### config.mk
export PLATFORM = sky130hd
export DESIGN_NAME = comparador_digitos
export DESIGN_NICKNAME = d
export VERILOG_FILES = /design/src/rtl/comparador_digitos.sv
export SDC_FILE = /design/constraint.sdc
export NUM_CORES = 1
export LEC_CHECK = 0
export CAP_MARGIN = 20
export CELL_PAD_IN_SITES_DETAIL_PLACEMENT = 2
export CELL_PAD_IN_SITES_GLOBAL_PLACEMENT = 2
export CORE_UTILIZATION = 35
export DETAILED_ROUTE_END_ITERATION = 8
export PLACE_DENSITY_LB_ADDON = 0.1
export SYNTH_ARGS = -nofsm -noshare
export SYNTH_HDL_FRONTEND = slang
export SYNTH_SLANG_ARGS = --single-unit
### constraint.sdc
create_clock -name clk -period 2.3 [get_ports clk]
set_input_delay 0.46 -clock clk [delete_from_list [all_inputs] [get_ports clk]]
set_output_delay 0.46 -clock clk [all_outputs]
set_load 0.05 [all_outputs]
### src/rtl/comparador_digitos.sv
// -----------------------------------------------------------------------------
// comparador_digitos
//
// Digit-entry and comparison stage of the DigiLock datapath.
//
// The block collects four keypad digits into a buffer. Once the fourth digit
// arrives, one of two things happens:
//   - Compare mode: each buffered digit is compared against the stored password,
//     and the per-digit results go out on `comparacao` over four consecutive
//     clocks (digit 0 first).
//   - Programming mode: the buffered digits are written as the new password.
// The mode is taken from `programar` when the first digit of an entry arrives.
//
// Ports:
//   clk           in   system clock, rising edge
//   rst_n         in   asynchronous active-low reset
//   tecla_valida  in   one-cycle strobe qualifying `tecla`
//   tecla   [3:0] in   0-9 digit, 4'hA clear, 4'hB-4'hF ignored
//   programar     in   mode select, sampled with the first digit of an entry
//   comparacao    out  per-digit match result while streaming, else 0
//   ocupado       out  high while streaming or writing (keys are dropped)
//   digitos_cnt   out  digits buffered in the current entry
//   senha_gravada out  one-cycle pulse when a new password is written
//   expirou       out  one-cycle pulse when a partial entry times out
//
// Parameters:
//   SENHA_PADRAO   password loaded at reset (digit 0 in [15:12])
//   TIMEOUT_CICLOS idle clocks allowed between digits (timeout build only)
//
// Build option:
//   COMPARADOR_TIMEOUT_EN  when defined, a partial entry that sees
//                          TIMEOUT_CICLOS idle clocks is discarded and
//                          `expirou` pulses. When undefined, `expirou`
//                          is always 0.
// -----------------------------------------------------------------------------
module comparador_digitos #(
  parameter logic [15:0] SENHA_PADRAO   = 16'h1234,
  parameter int unsigned TIMEOUT_CICLOS = 1000
) (
  input  logic       clk,
  input  logic       rst_n,
  input  logic       tecla_valida,
  input  logic [3:0] tecla,
  input  logic       programar,
  output logic       comparacao,
  output logic       ocupado,
  output logic [2:0] digitos_cnt,
  output logic       senha_gravada,
  output logic       expirou
);

  typedef enum logic [1:0] {
    ESPERA  = 2'd0,
    COMPARA = 2'd1,
    GRAVA   = 2'd2
  } estado_t;

  localparam logic [3:0] TECLA_LIMPA = 4'hA;
  localparam logic [3:0] DIGITO_MAX  = 4'd9;

  if (TIMEOUT_CICLOS < 1) begin : g_parametro_invalido
    $error("comparador_digitos: TIMEOUT_CICLOS must be at least 1");
  end

  // Return digit k of a packed four-digit word (digit 0 in the top nibble).
  function automatic logic [3:0] digito(input logic [15:0] v, input logic [1:0] k);
    logic [3:0] d;
    case (k)
      2'd0:    d = v[15:12];
      2'd1:    d = v[11:8];
      2'd2:    d = v[7:4];
      2'd3:    d = v[3:0];
      default: d = 4'h0;
    endcase
    return d;
  endfunction

  // Replace digit k of a packed four-digit word.
  function automatic logic [15:0] grava_digito(input logic [15:0] v,
                                               input logic [2:0]  k,
                                               input logic [3:0]  d);
    logic [15:0] r;
    r = v;
    case (k)
      3'd0:    r[15:12] = d;
      3'd1:    r[11:8]  = d;
      3'd2:    r[7:4]   = d;
      3'd3:    r[3:0]   = d;
      default: r        = v;
    endcase
    return r;
  endfunction

  estado_t     estado_r, estado_s;
  logic [1:0]  idx_r, idx_s;
  logic [15:0] buffer_r, buffer_s;
  logic [15:0] senha_r, senha_s;
  logic [2:0]  cnt_r, cnt_s;
  logic        modo_r, modo_s;

  logic        comparacao_r, comparacao_s;
  logic        ocupado_r, ocupado_s;
  logic        senha_gravada_r, senha_gravada_s;
  logic        expirou_r, expirou_s;

  logic        aceita_s;
  logic        limpa_s;
  logic        expira_s;

  // Keys are only looked at while waiting; anything during a stream or write is dropped.
  assign aceita_s = (estado_r == ESPERA) && tecla_valida &&
                    (tecla <= DIGITO_MAX) && (cnt_r < 3'd4);
  assign limpa_s  = (estado_r == ESPERA) && tecla_valida && (tecla == TECLA_LIMPA);

`ifdef COMPARADOR_TIMEOUT_EN
  localparam logic [31:0] LIMITE_OCIOSO = 32'(TIMEOUT_CICLOS) - 32'd1;

  logic [31:0] ocioso_r;

  // An accepted digit or a clear in the expiry cycle takes priority over the timeout.
  assign expira_s = (estado_r == ESPERA) && (cnt_r != 3'd0) && !aceita_s && !limpa_s &&
                    (ocioso_r >= LIMITE_OCIOSO);

  // Idle counter: runs only while a partial entry waits for its next digit.
  always_ff @(posedge clk or negedge rst_n) begin
    if (!rst_n) begin
      ocioso_r <= 32'd0;
    end else if ((estado_r != ESPERA) || (cnt_r == 3'd0) || aceita_s || limpa_s || expira_s) begin
      ocioso_r <= 32'd0;
    end else begin
      ocioso_r <= ocioso_r + 32'd1;
    end
  end
`else
  assign expira_s = 1'b0;
`endif

  // State and datapath register.
  always_ff @(posedge clk or negedge rst_n) begin
    if (!rst_n) begin
      estado_r <= ESPERA;
      idx_r    <= 2'd0;
      buffer_r <= 16'h0000;
      senha_r  <= SENHA_PADRAO;
      cnt_r    <= 3'd0;
      modo_r   <= 1'b0;
    end else begin
      estado_r <= estado_s;
      idx_r    <= idx_s;
      buffer_r <= buffer_s;
      senha_r  <= senha_s;
      cnt_r    <= cnt_s;
      modo_r   <= modo_s;
    end
  end

  // Next-state and datapath update.
  always_comb begin
    estado_s = estado_r;
    idx_s    = idx_r;
    buffer_s = buffer_r;
    senha_s  = senha_r;
    cnt_s    = cnt_r;
    modo_s   = modo_r;
    case (estado_r)
      ESPERA: begin
        if (aceita_s) begin
          buffer_s = grava_digito(buffer_r, cnt_r, tecla);
          if (cnt_r == 3'd0) begin
            modo_s = programar;
          end else begin
            modo_s = modo_r;
          end
          // The count drops to 0 on the edge that takes the fourth digit.
          if (cnt_r == 3'd3) begin
            cnt_s    = 3'd0;
            idx_s    = 2'd0;
            estado_s = modo_s ? GRAVA : COMPARA;
          end else begin
            cnt_s = cnt_r + 3'd1;
          end
        end else if (limpa_s || expira_s) begin
          buffer_s = 16'h0000;
          cnt_s    = 3'd0;
          modo_s   = 1'b0;
        end else begin
          estado_s = ESPERA;
        end
      end
      COMPARA: begin
        if (idx_r == 2'd3) begin
          estado_s = ESPERA;
          idx_s    = 2'd0;
          buffer_s = 16'h0000;
        end else begin
          idx_s = idx_r + 2'd1;
        end
      end
      GRAVA: begin
        senha_s  = buffer_r;
        buffer_s = 16'h0000;
        modo_s   = 1'b0;
        estado_s = ESPERA;
      end
      default: begin
        estado_s = ESPERA;
        idx_s    = 2'd0;
        buffer_s = 16'h0000;
        cnt_s    = 3'd0;
        modo_s   = 1'b0;
      end
    endcase
  end

  // Output decode. This looks one cycle ahead so the outputs can be registered
  // and still line up with the state they describe.
  always_comb begin
    comparacao_s    = (estado_s == COMPARA) &&
                      (digito(buffer_s, idx_s) == digito(senha_s, idx_s));
    ocupado_s       = (estado_s != ESPERA);
    senha_gravada_s = (estado_s == GRAVA);
    expirou_s       = expira_s;
  end

  // Output register. Reset clears comparacao at once, even mid-stream.
  always_ff @(posedge clk or negedge rst_n) begin
    if (!rst_n) begin
      comparacao_r    <= 1'b0;
      ocupado_r       <= 1'b0;
      senha_gravada_r <= 1'b0;
      expirou_r       <= 1'b0;
    end else begin
      comparacao_r    <= comparacao_s;
      ocupado_r       <= ocupado_s;
      senha_gravada_r <= senha_gravada_s;
      expirou_r       <= expirou_s;
    end
  end

  assign comparacao    = comparacao_r;
  assign ocupado       = ocupado_r;
  assign digitos_cnt   = cnt_r;
  assign senha_gravada = senha_gravada_r;
  assign expirou       = expirou_r;

endmodule

---- Word-level counts from Yosys, hierarchy flattened ----
Cells that the tools add are included.
word-level totals
  output and inout port bits .............. 7
  bits in writable memories ............... 0
  memory bits (read-only) ................. 0
  bits in registers ....................... 43
  bits in latches ......................... 0
  word-level logic and storage cells ...... 72
  memories kept ........................... 0
cells by class
  reductions and logical operators ........ 12
  order comparisons ....................... 2
  div/mod/pow operators ................... 0
  equality and inequality tests ........... 14
  bitwise operators ....................... 2
  $mul .................................... 0
  shift operators ......................... 0
  mux-type cells .......................... 31
  add/subtract/negate cells ............... 2
operator list
  operator                                                number
  2-to-1 mux 16 bit                                       4
  case mux 16 bit (2 select lines)                        1
  case mux 4 bit (4 select lines)                         2
  2-to-1 mux 2 bit                                        8
  2-to-1 mux 4 bit                                        4
  equality test 2 bit (second input constant)             5
  2-to-1 mux 3 bit                                        3
  equality test 2 x 1 -> 1 bit (second input constant)    3
  equality test 3 x 2 -> 1 bit (second input constant)    2
  case mux 2 bit (3 select lines)                         1
  case mux 3 bit (2 select lines)                         1
  logical AND 1 bit                                       5
  2-to-1 mux 1 bit                                        5
  equality test 4 bit                                     1
  equality test 4 bit (second input constant)             1
  less-or-equal comparator 4 bit (second input constant)  1
  zero test 2 bit                                         2
  case mux 2 bit (2 select lines)                         1
  AND reduction 2 bit                                     2
  adder 3 x 1 -> 3 bit (second input constant)            1
  equality test 3 x 1 -> 1 bit (second input constant)    1
  zero test 3 bit                                         1
  < comparator 3 bit (second input constant)              1
  inequality test 3 bit (second input constant)           1
  5 further kinds                                         6

---- Depth between registers and ports, before layout ----
Gate-level depths: netlist of the first run.
  depth after elaboration ................. 12
  mapped depth ............................ 12
  gate-level depth less buffers ........... 11

---- Worst setup path before layout of the first run ----
OpenSTA, ideal clock, no wires.
  path kind ............................... register to register
  start ................................... reg cnt_r[1], in the netlist digitos_cnt[1]
  end ..................................... reg comparacao_r, in the netlist comparacao
  path slack .............................. -0.150 ns
  buffers on the path ..................... 1
  arrival ................................. 2.383 ns
  cell stages (with the launch flop) ...... 12
  cell sequence ........................... dfrtp_1 ha_1 inv_2 o31ai_2 a311o_1 buf_6 inv_6 nor4_2 a21oi_1 a21o_1 a32oi_1 and4_1
between the ends
  elaborated cells between the ends (all ways) .. 31
RTL lines
  element                                                                    line      RTL
  from (decl)                                                                98        logic [2:0] cnt_r, cnt_s;
  from (signal assigned)                                                     152       cnt_r <= cnt_s;
  < comparator 3 bit / equality test 3 x 2 -> 1 bit (equally long branches)  112, 175
  logical AND 1 bit / 2-to-1 mux 2 bit (equally long branches)               112, 175
  2-to-1 mux 2 bit (*)                                                       167       if (aceita_s) begin
  case mux 2 bit (3 select lines) (*)                                        165       case (estado_r)
  via idx_s[0]                                                               95        logic [1:0] idx_r, idx_s;
  equality test 2 bit, or another cell as far along                          68        case (k)
  case mux 4 bit (4 select lines)                                            68
  equality test 4 bit (*)                                                    219       (digito(buffer_s, idx_s) == digito(senha_s, idx_s));
  logical AND 1 bit (*)                                                      218       comparacao_s = (estado_s == COMPARA) &&
  via comparacao_s                                                           101       logic comparacao_r, comparacao_s;
  to (signal assigned)                                                       233       comparacao_r <= comparacao_s;
  to (decl)                                                                  101
The timed path passes the listed nets; every way through them passes the cells marked *. The select of a mux whose other input is x is not followed.
A chain may end at the register's enable or synchronous reset.

---- Worst setup path after layout of the first run ----
  start ................................... in tecla[2]
  end ..................................... reg comparacao_r, in the netlist comparacao
between the ends
  cells in the longest elaborated chain, start to end .. 9
  elaborated cells between the ends (all ways) .. 26
ends and longest elaborated chain
  element                                            line  RTL
  from (decl)                                        43    input logic [3:0] tecla,
  less-or-equal comparator 4 bit                     112   (tecla <= DIGITO_MAX) && (cnt_r < 3'd4);
  logical AND 1 bit                                  111   assign aceita_s = (estado_r == ESPERA) && tecla_valida &&
  logical AND 1 bit                                  112
  2-to-1 mux 2 bit                                   167
  case mux 2 bit (3 select lines)                    165
  equality test 2 bit, or another cell as far along  68
  case mux 4 bit (4 select lines)                    68
  equality test 4 bit                                219
  logical AND 1 bit (*)                              218
  via comparacao_s                                   101
The timed path passes the listed nets; every way through them passes the cells marked *.

==> results of run 1 <==
sequential cells by signal (all words and copies together), names as in the netlist:
| signal | cells |
|---|---|
| buffer_r | 16 |
| senha_r | 16 |
| digitos_cnt | 3 |
| estado_r | 2 |
| idx_r | 2 |
| comparacao | 1 |
| modo_r | 1 |
| ocupado | 1 |
| senha_gravada | 1 |
critical path, cell delays in order:
cell and delay, ns:
dlygate4sd2_1 0.32, o21ai_4 0.34, nand3_2 0.21, nor2_2 0.21
buf_4 0.17, a22oi_1 0.14, a22oi_2 0.25, nand4_1 0.16
a32oi_1 0.24, and4_1 0.24
per-layer routing:
| metal | part of all wire | GRT usage |
|---|---|---|
| met1 | 0.40 | 0.300 |
| met2 | 0.52 | 0.489 |
| met3 | 0.024 | 0.0407 |
| met4 | 0.050 | 0.119 |
| met5 | 0 | 0 |
path summary, 6_finish.rpt:
path                            depth (start not counted)         from              to  slack (ns)
worst max-delay path                                   10     tecla[2]      comparacao       -0.23
worst min-delay path                                    2        rst_n  digitos_cnt[0]        0.20
worst max register to register                         11  estado_r[1]      comparacao       -0.22
worst min register to register                          1   senha_r[7]      senha_r[7]        0.53
max in group asynchronous                               2        rst_n    buffer_r[10]        1.67
min in group clk                                        1   senha_r[7]      senha_r[7]        0.53
cell usage after synthesis (all sizes together), types with 4 or more instances:
| cell | number |
|---|---|
| dfrtp | 38 |
| mux2i | 6 |
| mux2 | 15 |
| buf | 7 |
| o21ai | 11 |
| nor3 | 5 |
| inv | 19 |
| nand3 | 4 |
| a22o | 10 |
| a22oi | 5 |
| xor2 | 6 |
| a21oi | 6 |
| a41oi | 5 |
| dfstp | 5 |
| nor2 | 15 |
| ha | 9 |
timing repair:
action,in CTS,in global routing
setup buffers,3,9
pin swaps,9,13
endpoints found under the setup margin,1,2
hold buffers,0,0
gates resized for setup,37,22
metrics by stage:
stage	util	setup TNS [ns]	cells	cell area, um^2	setup WS, ns
2_1_floorplan	-	0	205	2280	0.0108
5_1_grt	0.527	-0.368	365	3330	-0.330
6_report	0.527	-0.226	365	3330	-0.226
4_1_cts	0.501	-0.0876	356	3160	-0.0876
3_3_place_gp	0.456	-1.51	345	2880	-0.628
3_5_place_dp	0.456	-2.18	345	2880	-0.741
power groups by stage:
stage / Clock [W] / Combinational (W) / Sequential [W]
after floorplan: 0 / 0.000542 / 0.000913
after detailed placement: 0 / 0.000957 / 0.000907
final: 0.000607 / 0.00119 / 0.000900
after global placement: 0 / 0.000895 / 0.000897
after CTS: 0.000615 / 0.00104 / 0.000894
after global routing: 0.000651 / 0.00125 / 0.000909
cell families after synthesis:
family,after synthesis,synth area share
AO/OA/AOI/OAI,55,0.187
XOR/XNOR,7,0.0269
adder cells (fa/ha/maj),9,0.0494
buffers and inverters,26,0.0565
flip-flops,43,0.474
multiplexers,21,0.100
other,1,0.00164
AND/OR/NAND/NOR,43,0.104
final cells by class:
cell class,count,share of cell area
multi-input cells,136,0.388
flip-flops and latches,43,0.327
repair buffers,82,0.201
well taps,77,0.0290
clock buffers,7,0.0229
inverters,19,0.0229
clock inverters,1,0.00903
==> impl_metrics.env, run 1 <==
export IMPL_outcome="finished with violations"
export IMPL_violations="negative setup slack"
export IMPL_yosys_area_top_type="dfrtp_1"
export IMPL_critPathCaptureType="flip-flop"
export IMPL_dr_pass1_iters=4
export IMPL_vias=2094
export IMPL_drv_slew=0
export IMPL_via_per_inst=5.74
export IMPL_die_h_um=82.7
export IMPL_timing_final_crit_share=1.10
export IMPL_clkSinkCount=43
export IMPL_antenna_found_initial=0
export IMPL_synth_top_area_frac=0.417
export IMPL_h_tree_depth=2
export IMPL_period_needed_ns=2.53
export IMPL_grt_pass1_wl_mm=12.8
export IMPL_async_flop_share=1.00
export IMPL_n_fill_cell=609
export IMPL_initial_core_util=0.361
export IMPL_core_area_um2=6310
export IMPL_avgSynthCellArea_um2=11.1
export IMPL_drc=0
export IMPL_wire_per_inst_um=25.5
export IMPL_rsz0062_at_grt="true"
export IMPL_critPathLaunchType="input port"
export IMPL_port_buffers=13
export IMPL_die_area_um2=6840
export IMPL_switching_power_w=0.000987
export IMPL_wl_mm=9.30
export IMPL_drive_above_1_share=0.500
export IMPL_clk_latency_ns=0.31
export IMPL_power_density_nw_per_um2=812
export IMPL_p_leak_nw=1.59
export IMPL_grt_pass1_vias=2306
export IMPL_worstPathRequired_ns=2.54
export IMPL_seq_power_share=0.333
export IMPL_finClkSkew_ns=0.00594
export IMPL_mostFrequentLayoutCells="62 x buf_4, 35 x dfrtp_1, 15 x mux2_2"
export IMPL_seqCellArea_um2=1090
export IMPL_final_common_cell="buf_4"
export IMPL_num_antenna_cells=0
export IMPL_grt_usage=0.266
export IMPL_numCtsBuffers=5
export IMPL_pwr_share_comb=0.442
export IMPL_io_pins=15
export IMPL_path_class="in -> reg"
export IMPL_synth_nets=222
export IMPL_root_buffer="clkbuf_8"
export IMPL_cts_tree="done"
export IMPL_arrival_ns=2.76
export IMPL_p_int_w=0.00171
export IMPL_ant_nets=0
export IMPL_holdWs_ns=0.203
export IMPL_dpl_hpwl_mm=5.48
export IMPL_path_clk_slew_ns=0.09
export IMPL_nets=304
export IMPL_p_sw_frac=0.365
export IMPL_maxCapViolations=0
export IMPL_path_max_fanout=6
export IMPL_synth_edf_count=0
export IMPL_die_width_um=82.7
export IMPL_globalplace_congestion=0.932
export IMPL_finalPower_w=0.00270
export IMPL_cts_path_max_buffers=2
export IMPL_hold_violations=0
export IMPL_rows=29
export IMPL_max_slew_worst_pin_slew_ns=0.575
export IMPL_hp_class="in -> async"
export IMPL_yosys_cell_types_count=51
export IMPL_ir_drop_mv=0.367
export IMPL_setup_viol=1
export IMPL_synth_area_um2=2280
export IMPL_max_freq_mhz=396
export IMPL_synth_area_top_cells="dfrtp_1 42%, mux2_2 7.4%, dfstp_2 5.8%"
export IMPL_syn_to_final_growth_pct=45.8
export IMPL_multi_input_area_um2=1290
export IMPL_power_frac_clock=0.225
export IMPL_synth_main_ff_cell="dfrtp_1"
export IMPL_grt_max_degree=44
export IMPL_setup_ws_ns=-0.226
export IMPL_synth_seq_cells=43
export IMPL_synthCells=205
export IMPL_yosys_warnings=0
export IMPL_ys_seq_area_frac=0.474
export IMPL_overflow=0
export IMPL_worst_slew_margin_rel=0.616
export IMPL_drtIter0Drc=32
(Power assumes the default switching activity.)
==> inputs of run 2 (changes only) <==
- SETUP_SLACK_MARGIN: unset -> 0.3
==> impl_metrics.env, run 2 (synthesis gave the netlist of run 1 again) <==
export IMPL_outcome="finished with violations"
export IMPL_violations="negative setup slack"
export IMPL_path_max_fanout=4
export IMPL_nets=298
export IMPL_wire_per_inst_um=25.4
export IMPL_finClkSkew_ns=0.0131
export IMPL_worstPathRequired_ns=2.55
export IMPL_path_class="reg -> reg"
export IMPL_initial_core_util=0.361
export IMPL_cts_path_max_buffers=2
export IMPL_power_density_nw_per_um2=857
export IMPL_die_h_um=82.7
export IMPL_die_width_um=82.7
export IMPL_via_per_inst=5.49
export IMPL_setup_ws_ns=-0.255
export IMPL_core_area_um2=6310
export IMPL_clkSinkCount=43
export IMPL_antenna_found_initial=0
export IMPL_mostFrequentLayoutCells="54 x buf_4, 35 x dfrtp_1, 15 x mux2_2"
export IMPL_p_int_w=0.00183
export IMPL_seq_power_share=0.319
export IMPL_p_leak_nw=1.61
export IMPL_path_clk_slew_ns=0.10
export IMPL_grt_usage=0.280
export IMPL_h_tree_depth=2
export IMPL_p_sw_frac=0.361
export IMPL_drc=0
export IMPL_cts_tree="done"
export IMPL_max_slew_worst_pin_slew_ns=0.534
export IMPL_syn_to_final_growth_pct=46.5
export IMPL_timing_final_crit_share=1.11
export IMPL_grt_max_degree=20
export IMPL_fin_area_um2=3340
export IMPL_slowest_delay_ns=0.39
export IMPL_power_frac_clock=0.256
export IMPL_root_buffer="clkbuf_8"
export IMPL_r2r_end="comparacao"
export IMPL_cp_slowest_cell="dfrtp_1"
export IMPL_wl_mm=9.12
export IMPL_path_cells="inv_2 -> buf_6 -> ha_4 -> nor2b_4 -> buf_12 -> a41oi_1 -> o21ai_1 -> buf_4 -> a22o_1 -> xnor2_1 -> o311ai_2 -> a32oi_2 -> and4_1"
export IMPL_hp_class="in -> async"
export IMPL_drive_above_1_share=0.500
export IMPL_dr_pass1_iters=4
export IMPL_max_freq_mhz=391
export IMPL_grt_pass1_wl_mm=13.2
export IMPL_fin_util=0.529
export IMPL_ctsHoldBuffers=0
export IMPL_setup_viol=1
export IMPL_pwr_share_comb=0.425
export IMPL_startpoint="estado_r[1]"
export IMPL_overflow=0
export IMPL_final_common_cell="buf_4"
export IMPL_globalplace_congestion=0.825
export IMPL_io_pins=15
export IMPL_dp_cells=341
export IMPL_grt_pass1_vias=2220
export IMPL_critPathCaptureType="flip-flop"
export IMPL_arrival_ns=2.81
export IMPL_drtIter0Drc=90
export IMPL_port_buffers=13
export IMPL_period_needed_ns=2.55
export IMPL_switching_power_w=0.00103
export IMPL_num_antenna_cells=0
export IMPL_n_fill_cell=626
export IMPL_ant_nets=0
export IMPL_clk_latency_ns=0.31
export IMPL_critPathLaunchType="flip-flop"
export IMPL_fin_cells=359
export IMPL_die_area_um2=6840
export IMPL_drv_slew=0
export IMPL_worst_slew_margin_rel=0.643
export IMPL_postPlaceCellArea_um2=2980
export IMPL_vias=1972
export IMPL_maxCapViolations=0
export IMPL_fin_tns_setup_ns=-0.255
export IMPL_r2r_cells=13
export IMPL_rows=29
export IMPL_ir_drop_mv=0.360
export IMPL_worstReg2RegStart="estado_r[1]"
export IMPL_dpl_hpwl_mm=5.75
export IMPL_regToRegSetupSlack_ns=-0.25
export IMPL_numCtsBuffers=5
export IMPL_hold_violations=0
export IMPL_rsz0062_at_grt="true"
[run 2: cell count changes in the layout (fill, tap and decap cells not counted), moves of 2 or more]
| cell | change |
|---|---|
| or2_4 | +2 |
| dlygate4sd2_1 | +4 |
| nor2_2 | -3 |
| clkdlybuf4s50_1 | -3 |
| buf_4 | -8 |
| nor2_1 | +2 |
| nor3_2 | -2 |
[run 2: layer usage]
metal  vias to the layer above  wire length (um)  share of wire  GRT usage
li1                        899                 -              -          -
met1                      1022              3950           0.43      0.336
met2                        33              4700           0.52      0.504
met3                        18               223          0.024     0.0396
met4                         0               245          0.027      0.100
met5                         -                 0              0          0
[run 2: power by group through the flow]
stage / clock network [W] / logic [W] / registers [W]
floorplan: 0 / 0.000620 / 0.000918
global placement: 0 / 0.00100 / 0.000910
detailed placement: 0 / 0.00103 / 0.000918
CTS: 0.000731 / 0.00115 / 0.000903
global route: 0.000773 / 0.00129 / 0.000922
finish: 0.000734 / 0.00122 / 0.000914
[run 2: how the worst max path moves through the flow]
stage                            end  slack [ns]
after detailed placement  comparacao       -0.61
after floorplan           comparacao        0.17
final                     comparacao       -0.25
after global placement    comparacao       -0.63
after CTS                 comparacao       -0.20
after global routing      comparacao       -0.35
[run 2: area by class of cell]
cell class                 instances  area (um^2)  share of cell area
timing repair buffer              76          641               0.192
tap                               77         96.3              0.0288
sequential                        43         1090               0.325
inverter                          19         78.8              0.0236
clock buffer                       6         72.6              0.0217
multi-input combinational        136         1310               0.391
clock inverter                     2         60.1              0.0180
[run 2: repair_timing]
action | CTS | global route
resized for setup | 29 | 9
pin swaps | 3 | 5
cloned | 0 | 0
buffers inserted | 4 | 6
setup endpoints to repair | 10 | 8
[run 2: metrics by stage]
step | setup WS (ns) | hold slack (ns) | total power [W]
2_1_floorplan | 0.165 | 0.164 | 0.00154
3_3_place_gp | -0.633 | 0.366 | 0.00191
3_5_place_dp | -0.606 | 0.381 | 0.00195
4_1_cts | -0.203 | 0.0486 | 0.00279
5_1_grt | -0.347 | 0.0460 | 0.00298
6_report | -0.255 | 0.0257 | 0.00286
[run 2: critical path: cells and delay by family, from the launching register on]
kind	cells	cell delay, ns
buffers and inverters	4	0.50
adders and majority gates	1	0.15
AOI/OAI and AO/OA	5	0.92
and+or+nand+nor	2	0.35
DFF	1	0.39
xor gates and xnor gates	1	0.20
==> inputs of run 3 (changes only) <==
- CTS_CLUSTER_DIAMETER: unset -> 150
- SKIP_LAST_GASP: unset -> 1
==> impl_metrics.env, run 3 (synthesis gave the netlist of run 1 again) <==
export IMPL_finClkSkew_ns=0.0106
export IMPL_outcome="finished with violations"
export IMPL_die_area_um2=6840
export IMPL_power_density_nw_per_um2=855
export IMPL_globalplace_congestion=0.825
export IMPL_setup_ws_ns=-0.291
export IMPL_fin_area_um2=3330
export IMPL_clk_latency_ns=0.31
export IMPL_path_clk_slew_ns=0.09
export IMPL_core_area_um2=6310
export IMPL_clkSinkCount=43
export IMPL_setup_viol=1
export IMPL_drv_slew=0
export IMPL_initial_core_util=0.361
export IMPL_path_class="reg -> reg"
export IMPL_critPathCaptureType="flip-flop"
export IMPL_max_freq_mhz=386
export IMPL_ctsHoldBuffers=0
export IMPL_ant_nets=0
export IMPL_cp_common_cell="buf_4"
export IMPL_grt_max_degree=20
export IMPL_drtIter0Drc=119
export IMPL_dp_cells=341
export IMPL_rsz0062_at_grt="true"
export IMPL_die_h_um=82.7
export IMPL_via_per_inst=5.61
export IMPL_grt_pass1_wl_mm=13.2
export IMPL_maxCapViolations=0
export IMPL_die_width_um=82.7
export IMPL_period_needed_ns=2.59
export IMPL_overflow=0
export IMPL_cp_slowest_cell="dfrtp_1"
export IMPL_cp_top_family="compound AO/OA/AOI/OAI gates"
export IMPL_numCtsBuffers=5
export IMPL_fin_cells=359
export IMPL_grt_usage=0.280
export IMPL_port_buffers=13
export IMPL_cp_num_buf_inv=3
export IMPL_wire_per_inst_um=25.3
export IMPL_h_tree_depth=2
export IMPL_path_max_fanout=7
export IMPL_hold_violations=0
export IMPL_timing_final_crit_share=1.13
export IMPL_worst_slew_margin_rel=0.650
export IMPL_worstPathRequired_ns=2.55
export IMPL_path_cells="buf_4 -> ha_2 -> o21ai_1 -> a41oi_2 -> a21oi_2 -> buf_12 -> buf_4 -> or2_1 -> a22oi_2 -> mux2i_1 -> and4_1"
export IMPL_final_common_cell="buf_4"
export IMPL_p_leak_nw=1.60
export IMPL_vias=2015
export IMPL_arrival_ns=2.84
export IMPL_wl_mm=9.08
export IMPL_grt_pass1_vias=2220
export IMPL_violations="negative setup slack"
export IMPL_ir_drop_mv=0.347
export IMPL_max_slew_worst_pin_slew_ns=0.523
export IMPL_cts_path_max_buffers=2
export IMPL_mostFrequentLayoutCells="56 x buf_4, 35 x dfrtp_1, 15 x mux2_2"
export IMPL_cts_tree="done"
export IMPL_syn_to_final_growth_pct=46.0
export IMPL_dr_pass1_iters=4
export IMPL_nets=298
export IMPL_drc=0
export IMPL_critPathLaunchType="flip-flop"
export IMPL_dpl_hpwl_mm=5.75
export IMPL_slowest_delay_ns=0.39
export IMPL_drive_above_1_share=0.496
export IMPL_rows=29
export IMPL_root_buffer="clkbuf_8"
export IMPL_hp_class="in -> async"
export IMPL_num_antenna_cells=0
export IMPL_antenna_found_initial=0
export IMPL_pre_cts_ws_ns=-0.606
export IMPL_io_pins=15
export IMPL_postPlaceCellArea_um2=2980
[run 3: cell types whose count changed in the layout (fill, tap and decap cells not counted)]
cell	delta
buf_6	-2
or2_4	-1
buf_4	+2
or2_1	+1
[run 3: metrics by stage]
step	total power [W]	utilization	TNS (ns)	hold slack, ns
after floorplan	0.00154	-	0	0.164
after global placement	0.00191	0.472	-0.879	0.366
after detailed placement	0.00195	0.472	-1.09	0.381
after CTS	0.00279	0.515	-0.203	0.0486
after global routing	0.00297	0.528	-0.422	0.0489
final	0.00285	0.528	-0.291	0.0426
[run 3: path summary, 6_finish.rpt]
kind                              from  slack, ns  cells after the start              to
max                        estado_r[1]      -0.29                     11      comparacao
min                              rst_n       0.04                      1  digitos_cnt[0]
max reg2reg                estado_r[1]      -0.29                     11      comparacao
min reg2reg                senha_r[13]       0.52                      1     senha_r[13]
max in group asynchronous        rst_n       1.60                      2     senha_r[12]
min in group clk           senha_r[13]       0.52                      1     senha_r[13]
[run 3: final cells by class]
| type | instances | area [um^2] |
|---|---|---|
| Clock inverter | 2 | 60.1 |
| Fill cell | 624 | 2980 |
| Timing Repair Buffer | 76 | 633 |
| Sequential cell | 43 | 1090 |
| Tap cell | 77 | 96.3 |
| Clock buffer | 6 | 72.6 |
| Multi-Input combinational cell | 136 | 1300 |
| Inverter | 19 | 78.8 |
[run 3: what timing repair did]
action                     4_1_cts  5_1_grt
pin swaps                        3        5
setup endpoints to repair       10        8
resized for setup               29        6
buffers inserted                 4        6
[run 3: per-layer routing]
metal | vias up | GRT usage | routed length [um]
met4 | 0 | 0.100 | 288
met3 | 24 | 0.0396 | 274
met5 | - | 0 | 0
met1 | 1051 | 0.336 | 3840
met2 | 47 | 0.504 | 4680
li1 | 893 | - | -
[run 3: report_power, final]
part | internal (W) | switching (W) | leakage (nW) | total (W)
Combinational | 0.000542 | 0.000667 | 0.978 | 0.00121
Clock | 0.000435 | 0.000293 | 0.0654 | 0.000727
Sequential | 0.000843 | 0.0000669 | 0.561 | 0.000910
Total | 0.00182 | 0.00103 | 1.60 | 0.00285
[run 3: worst reg2reg max path, cell delays in order, from the launching register on]
cell     delay [ns]
dfrtp_1        0.39
buf_4          0.15
ha_2           0.25
o21ai_1        0.15
a41oi_2        0.23
a21oi_2        0.08
buf_12         0.15
buf_4          0.16
or2_1          0.27
a22oi_2        0.19
mux2i_1        0.27
and4_1         0.23
